File: config.mk
export PLATFORM = sky130hd
export DESIGN_NAME = edge_to_level
export DESIGN_NICKNAME = d
export VERILOG_FILES = /design/src/rtl/edge_pkg.sv /design/src/rtl/edge_to_level_hold_counter.sv /design/src/rtl/edge_to_level.sv
export SDC_FILE = /design/constraint.sdc
export NUM_CORES = 1
export LEC_CHECK = 0
export ABC_AREA = 1
export BUFFER_PORTS_ARGS = -buffer_cell sky130_fd_sc_hd__buf_2
export CAP_MARGIN = 20
export CORE_UTILIZATION = 30
export DETAILED_ROUTE_END_ITERATION = 16
export PLACE_DENSITY = 0.61
export SYNTH_ARGS = -nofsm -noshare
export SYNTH_HDL_FRONTEND = slang
export SYNTH_SLANG_ARGS = --single-unit
File: constraint.sdc
create_clock -name clk -period 1.2 [get_ports clk]
set_input_delay 0.18 -clock clk [delete_from_list [all_inputs] [get_ports clk]]
set_output_delay 0.18 -clock clk [all_outputs]
set_load 0.05 [all_outputs]
File: src/rtl/edge_pkg.sv
`default_nettype none
// ============================================================================
//  Module   : edge_pkg
//  Purpose  : Shared definitions for the edge-handling blocks. This package
//             holds the level FSM state encoding, the request-decode
//             encoding and the decode helper.
//  Ports    : none (package)
//  Revision : 1.0 - initial release
// ============================================================================
package edge_pkg;

  // Level FSM. The MSB equals the level that the state represents.
  typedef enum logic [1:0] {
    LO_IDLE = 2'd0,
    LO_HOLD = 2'd1,
    HI_IDLE = 2'd2,
    HI_HOLD = 2'd3
  } edge_state_e;

  // Operation applied to the target register.
  localparam logic [1:0] REQ_NONE = 2'd0;
  localparam logic [1:0] REQ_SET  = 2'd1;
  localparam logic [1:0] REQ_CLR  = 2'd2;
  localparam logic [1:0] REQ_TOG  = 2'd3;

  typedef struct packed {
    logic       conflict;  // some request bits were discarded this cycle
    logic [1:0] op;        // operation that survives the decode
  } edge_req_t;

  // p+n together cancel everything. t with a single p or n loses to p/n.
  // Both cases are reported as a conflict.
  function automatic edge_req_t decode_req(input logic p, input logic n,
                                           input logic t);
    edge_req_t r;
    r.conflict = 1'b0;
    r.op       = REQ_NONE;
    if (p && n) begin
      r.conflict = 1'b1;
    end else if (p) begin
      r.op       = REQ_SET;
      r.conflict = t;
    end else if (n) begin
      r.op       = REQ_CLR;
      r.conflict = t;
    end else if (t) begin
      r.op       = REQ_TOG;
    end
    return r;
  endfunction

endpackage
`default_nettype wire

File: src/rtl/edge_to_level_hold_counter.sv
`default_nettype none
// ============================================================================
//  Module   : hold_counter
//  Purpose  : Load/decrement down-counter. It holds at zero and provides a
//             zero flag.
//  Ports    : clk, reset_n (async, active-low)
//             load, load_val[CW-1:0] : load takes priority over decrement
//             count[CW-1:0], zero    : current value, value == 0
//  Revision : 1.0 - initial release
// ============================================================================
module hold_counter #(
  parameter int CW = 3
) (
  input  logic          clk,
  input  logic          reset_n,
  input  logic          load,
  input  logic [CW-1:0] load_val,
  output logic [CW-1:0] count,
  output logic          zero
);

  localparam logic [CW-1:0] c_one = CW'(1);

  logic [CW-1:0] r_count;

  always_ff @(posedge clk or negedge reset_n) begin
    if (!reset_n) begin
      r_count <= '0;
    end else if (load) begin
      r_count <= load_val;
    end else if (r_count != '0) begin
      r_count <= r_count - c_one;
    end
  end

  assign count = r_count;
  assign zero  = (r_count == '0);

endmodule
`default_nettype wire

File: src/rtl/edge_to_level.sv
`default_nettype none
// ============================================================================
//  Module   : edge_to_level
//  Purpose  : Rebuilds a registered level from single-cycle rise/fall/toggle
//             requests. Each level is held for at least MIN_HOLD cycles.
//             Requests that arrive during a hold are folded into a target bit
//             and applied when the hold expires.
//  Ports    : clk, reset_n (async, active-low)
//             p_edge / n_edge / t_edge : set / clear / toggle requests
//             level     : reconstructed level (registered)
//             rise/fall : one-cycle pulses in the first cycle of a new level
//             busy      : hold counter nonzero
//             pending   : target differs from level
//             drop      : conflicting request discarded last cycle
//             err       : redundant request seen last cycle
//                         (present only with EDGE_TO_LEVEL_ERR_EN)
//  Macro    : EDGE_TO_LEVEL_ERR_EN adds the err port and its logic.
//  Revision : 1.0 - initial release
// ============================================================================
module edge_to_level
  import edge_pkg::*;
#(
  parameter int   MIN_HOLD   = 4,
  parameter logic INIT_LEVEL = 1'b0
) (
  input  logic clk,
  input  logic reset_n,
  input  logic p_edge,
  input  logic n_edge,
  input  logic t_edge,
  output logic level,
  output logic rise,
  output logic fall,
  output logic busy,
  output logic pending,
`ifdef EDGE_TO_LEVEL_ERR_EN
  output logic drop,
  output logic err
`else
  output logic drop
`endif
);

  localparam int              CW            = $clog2(MIN_HOLD + 1);
  localparam logic [CW-1:0]   c_hold_load   = CW'(MIN_HOLD - 1);
  localparam edge_state_e     c_reset_state = INIT_LEVEL ? HI_IDLE : LO_IDLE;

  edge_state_e   r_state;
  edge_state_e   w_state_nxt;
  logic          r_target;
  logic          r_level;
  logic          r_rise;
  logic          r_fall;
  logic          r_drop;
  edge_req_t     w_req;
  logic          w_target_nxt;
  logic          w_idle;
  logic          w_can_change;
  logic          w_flip;
  logic [CW-1:0] w_count;
  logic          w_zero;

  assign w_req = decode_req(p_edge, n_edge, t_edge);

  // The target follows requests every cycle, even during a hold. As a
  // result, a later request can cancel a deferred change.
  always_comb begin
    w_target_nxt = r_target;
    case (w_req.op)
      REQ_SET: w_target_nxt = 1'b1;
      REQ_CLR: w_target_nxt = 1'b0;
      REQ_TOG: w_target_nxt = ~r_target;
      default: w_target_nxt = r_target;
    endcase
  end

  // A hold that has counted down to zero behaves like IDLE. This lets a
  // deferred change land in the cycle right after the counter reaches zero.
  assign w_idle       = (r_state == LO_IDLE) || (r_state == HI_IDLE);
  assign w_can_change = w_idle || w_zero;
  assign w_flip       = w_can_change && (w_target_nxt != r_level);

  always_comb begin
    w_state_nxt = r_state;
    if (w_flip) begin
      w_state_nxt = r_level ? LO_HOLD : HI_HOLD;
    end else if (w_can_change) begin
      w_state_nxt = r_level ? HI_IDLE : LO_IDLE;
    end
  end

  hold_counter #(
    .CW (CW)
  ) u_hold_counter (
    .clk      (clk),
    .reset_n  (reset_n),
    .load     (w_flip),
    .load_val (c_hold_load),
    .count    (w_count),
    .zero     (w_zero)
  );

  always_ff @(posedge clk or negedge reset_n) begin
    if (!reset_n) begin
      r_state  <= c_reset_state;
      r_target <= INIT_LEVEL;
      r_level  <= INIT_LEVEL;
      r_rise   <= 1'b0;
      r_fall   <= 1'b0;
      r_drop   <= 1'b0;
    end else begin
      r_state  <= w_state_nxt;
      r_target <= w_target_nxt;
      r_drop   <= w_req.conflict;
      r_rise   <= w_flip && !r_level;
      r_fall   <= w_flip && r_level;
      if (w_flip) begin
        r_level <= ~r_level;
      end
    end
  end

`ifdef EDGE_TO_LEVEL_ERR_EN
  logic r_err;

  // A request is redundant when it asks for the value the target already
  // holds. Requests that were flagged as conflicts are excluded.
  always_ff @(posedge clk or negedge reset_n) begin
    if (!reset_n) begin
      r_err <= 1'b0;
    end else begin
      r_err <= !w_req.conflict &&
               (((w_req.op == REQ_SET) && r_target) ||
                ((w_req.op == REQ_CLR) && !r_target));
    end
  end

  assign err = r_err;
`endif

  assign level   = r_level;
  assign rise    = r_rise;
  assign fall    = r_fall;
  assign drop    = r_drop;
  assign busy    = !w_zero;
  assign pending = (r_target != r_level);

endmodule
`default_nettype wire

==> metrics.md <==
| Metric | Value |
|---|---|
| Initial antenna violation count | `0` |
| Syn nets | `58` |
| Synth cell types | `16` |
| Pint | `1.15 mW` |
| Worst setup margin | `-0.150 ns` |
| Via count | `397` |
| CP Capture Type | `primary output` |
| HP Class | `input pin to flip-flop` |
| Antenna Cells | `0` |
| Reg power frac | `24.4%` |
| DIE AREA | `1700 um2` |
| NetSw | `0.917 mW` |
| Top_reg_cell synth | `dfrtp_1` |
| R2R Path Start | `u_hold_counter.count[0]` |
| Global-route usage over all layers | `13.3%` |
| Area share of fa/ha/maj cells after synthesis | `5.43%` |
| Top-count cell post-synth | `nand2_1` |
| Slew Viols, Final | `0` |
| Post-synthesis xor/xnor area fraction | `1.90%` |
| Final WL | `895 um` |
| Total core area | `1370 um2` |
| Root Driver | `clkbuf_4` |
| Clk_lat worst skew | `0.25 ns` |
| Simple-gate portion of the synthesized area | `30.7%` |
| Post-Layout Inst Area | `733 um2` |
| # H-tree levels | `1` |
| Total power | `2.06 mW` |
| Slew at the pin closest to its max-slew limit | `0.248 ns` |
| Post-Place Cells | `79` |
| Synth top cells by count | `nand2_1, dfrtp_1, inv_1, nand3_2, inv_2` |
| CTS tree | `built` |
| Cell Pwr Density | `2820 nW/um2` |
| R2r endpoint | `u_hold_counter.count[2]` |
| Number of fill cells | `112` |
| Setup Crit Path Kind | `flip-flop to primary output` |
| Effective utilization at floorplan | `33.7%` |
| Die H | `41.2 um` |
| FF+latch area | `228 um2` |
| Post-synthesis compound-gate area fraction | `4.89%` |
| Final Setup Violations | `8` |
| Failing checks | `setup timing` |
| Worst Path Max Fanout | `3` |
| Setup TNS | `-0.496 ns` |
| Hold path endpoint | `drop` |
| CP Data Arrival Time | `1.17 ns` |
| Sequential cell area fraction in the yosys report | `48.9%` |
| Num CTS Buffers | `3` |
| CP Launch Type | `flip-flop` |
| Fin crit share | `113%` |
| Main combinational cell family by area after synthesis | `simple AND/OR/NAND/NOR gates` |
| Switching Share | `44.4%` |
| Area grow syn2layout | `59.2%` |
| Leading post-synthesis cells by cell area | `dfrtp_1, nand3_2, nand2_1` |
| Num ports | `11` |
| Clock period minus worst slack | `1.35 ns` |
| Final hold vios | `0` |
| Area of the multi-input gates | `272 um2` |
| Final #Nets | `82` |
| Via density | `4.46` |
| Clock transition at path regs | `0.06 ns` |
| I/O Buffers | `10` |
| Clock Power Share | `10.7%` |
| Rows | `13` |
| Clock tree sinks | `9` |
| Cell taking the most area after synthesis | `dfrtp_1` |
| Critical hold path startpoint | `p_edge` |
| VDD IR-drop max | `1.19 mV` |
| Max-cap violations | `0` |
| Yosys warns | `0` |
| Drt pass-1 iters | `4` |
| Relative slew slack | `83.6%` |
| First DRT Iteration DRCs | `11` |
| Mapped Cells | `51` |
| Outcome | `finished with violations` |
| Flop-to-flop setup slack | `-0.12 ns` |
| Routed length per instance | `10.1 um` |
| Top cell type's share of synthesized area | `48.9%` |
| Avg Synthesized Cell Area | `9.03 um2` |
| Cell leakage power | `0.373 nW` |
| Mux cell area share after synthesis | `0%` |
| Vias in the first global route | `310` |
| Max Clk Rate | `741 MHz` |
| Netlist Area Pre-Place | `460 um2` |
| First-pass GRT wire length | `1340 um` |
| CTS max path bufs | `2` |
| Gr ovfl total | `0` |
| CP required | `1.02 ns` |
| Ys async rst share | `100%` |
| Yosys reg bits | `9` |
| DRC viols | `0` |
| Skew final | `0.00227 ns` |
| Fin cells | `89` |
| EDFF count, synth | `0` |
| Combinational power share | `64.9%` |
| Routability congestion estimate | `0.801` |
| RSZ-0062 raised after global routing | `yes` |
| DRT antenna net count | `0` |
| Dpl hpwl | `679 um` |
| Die width | `41.2 um` |
| Layout cells sized above 1 | `59.5%` |
| Hold path depth | `3` |
| R2R depth | `9` |
| Largest net degree at the start of global routing | `10` |
| DP Area | `602 um2` |
worst max path at each step:
stage,to,from,slack (ns)
after floorplan,u_hold_counter.count[2],u_hold_counter.count[0],0.003
after global placement,u_hold_counter.count[2],u_hold_counter.count[0],-0.04
after detailed placement,u_hold_counter.count[2],u_hold_counter.count[0],-0.06
after CTS,busy,u_hold_counter.count[0],-0.18
after global routing,busy,u_hold_counter.count[0],-0.21
final,busy,u_hold_counter.count[0],-0.15
final cells by class:
class,count,area share (%)
Timing Repair Buffer,19,19.6
Clock buffer,4,3.58
Multi-Input combinational cell,32,37.0
Sequential cell,9,31.1
Inverter,10,6.14
Tap cell,15,2.56
registers in the layout (all words and copies together), names as in the netlist:
signal and flops:
rise 1, r_state 1, fall 1, drop 1, r_target 1, level 1, u_hold_counter.count 3
metrics by stage:
step	utilization, %	hold WS, ns	setup WS [ns]
6_report	53.7	0.216	-0.150
2_1_floorplan	-	-0.116	0.00297
5_1_grt	53.7	0.218	-0.208
3_5_place_dp	44.0	0.0447	-0.0623
4_1_cts	52.5	0.209	-0.184
3_3_place_gp	44.0	0.0412	-0.0402
power groups by stage:
stage | Sequential [mW] | Combinational, mW | Clock [mW]
global route | 0.519 | 1.45 | 0.257
finish | 0.504 | 1.34 | 0.220
floorplan | 0.622 | 0.652 | 0
CTS | 0.506 | 1.27 | 0.234
detailed placement | 0.516 | 1.01 | 0
global placement | 0.511 | 0.994 | 0
placed cells by master, fill, tap and decap left out, drive strengths merged, types with 2 or more instances in the layout:
cell and n:
nand2 14, nor2 2, o21ai 2, buf 18, nand3 8, clkbuf 4
dfrtp 9, inv 10, ha 2
critical path, cell delays in order, from the launching register on:
cell,delay (ns)
dfrtp_1,0.35
inv_2,0.06
ha_4,0.15
ha_4,0.17
inv_8,0.05
buf_8,0.13
metal layers:
metal | routed length, um | global-route usage (%) | up-vias
met5 | 0 | 0 | -
met4 | 6 | 2.42 | 0
met3 | 57 | 9.78 | 2
met2 | 395 | 18.0 | 11
met1 | 434 | 17.1 | 178
li1 | - | - | 206
cell families after synthesis:
family          after synthesis
xor+xnor                      1
fa+ha+maj                     2
buf+inv                      10
compound gates                4
simple gates                 25
flops                         9
what timing repair did:
item,in CTS,in global routing
pin swaps,3,4
gates resized for setup,12,6
endpoints found under the hold margin,9,0
endpoints found under the setup margin,6,9
buffers inserted,5,0
hold buffers,1,0
No activity file was read; power rests on OpenSTA's default activity.
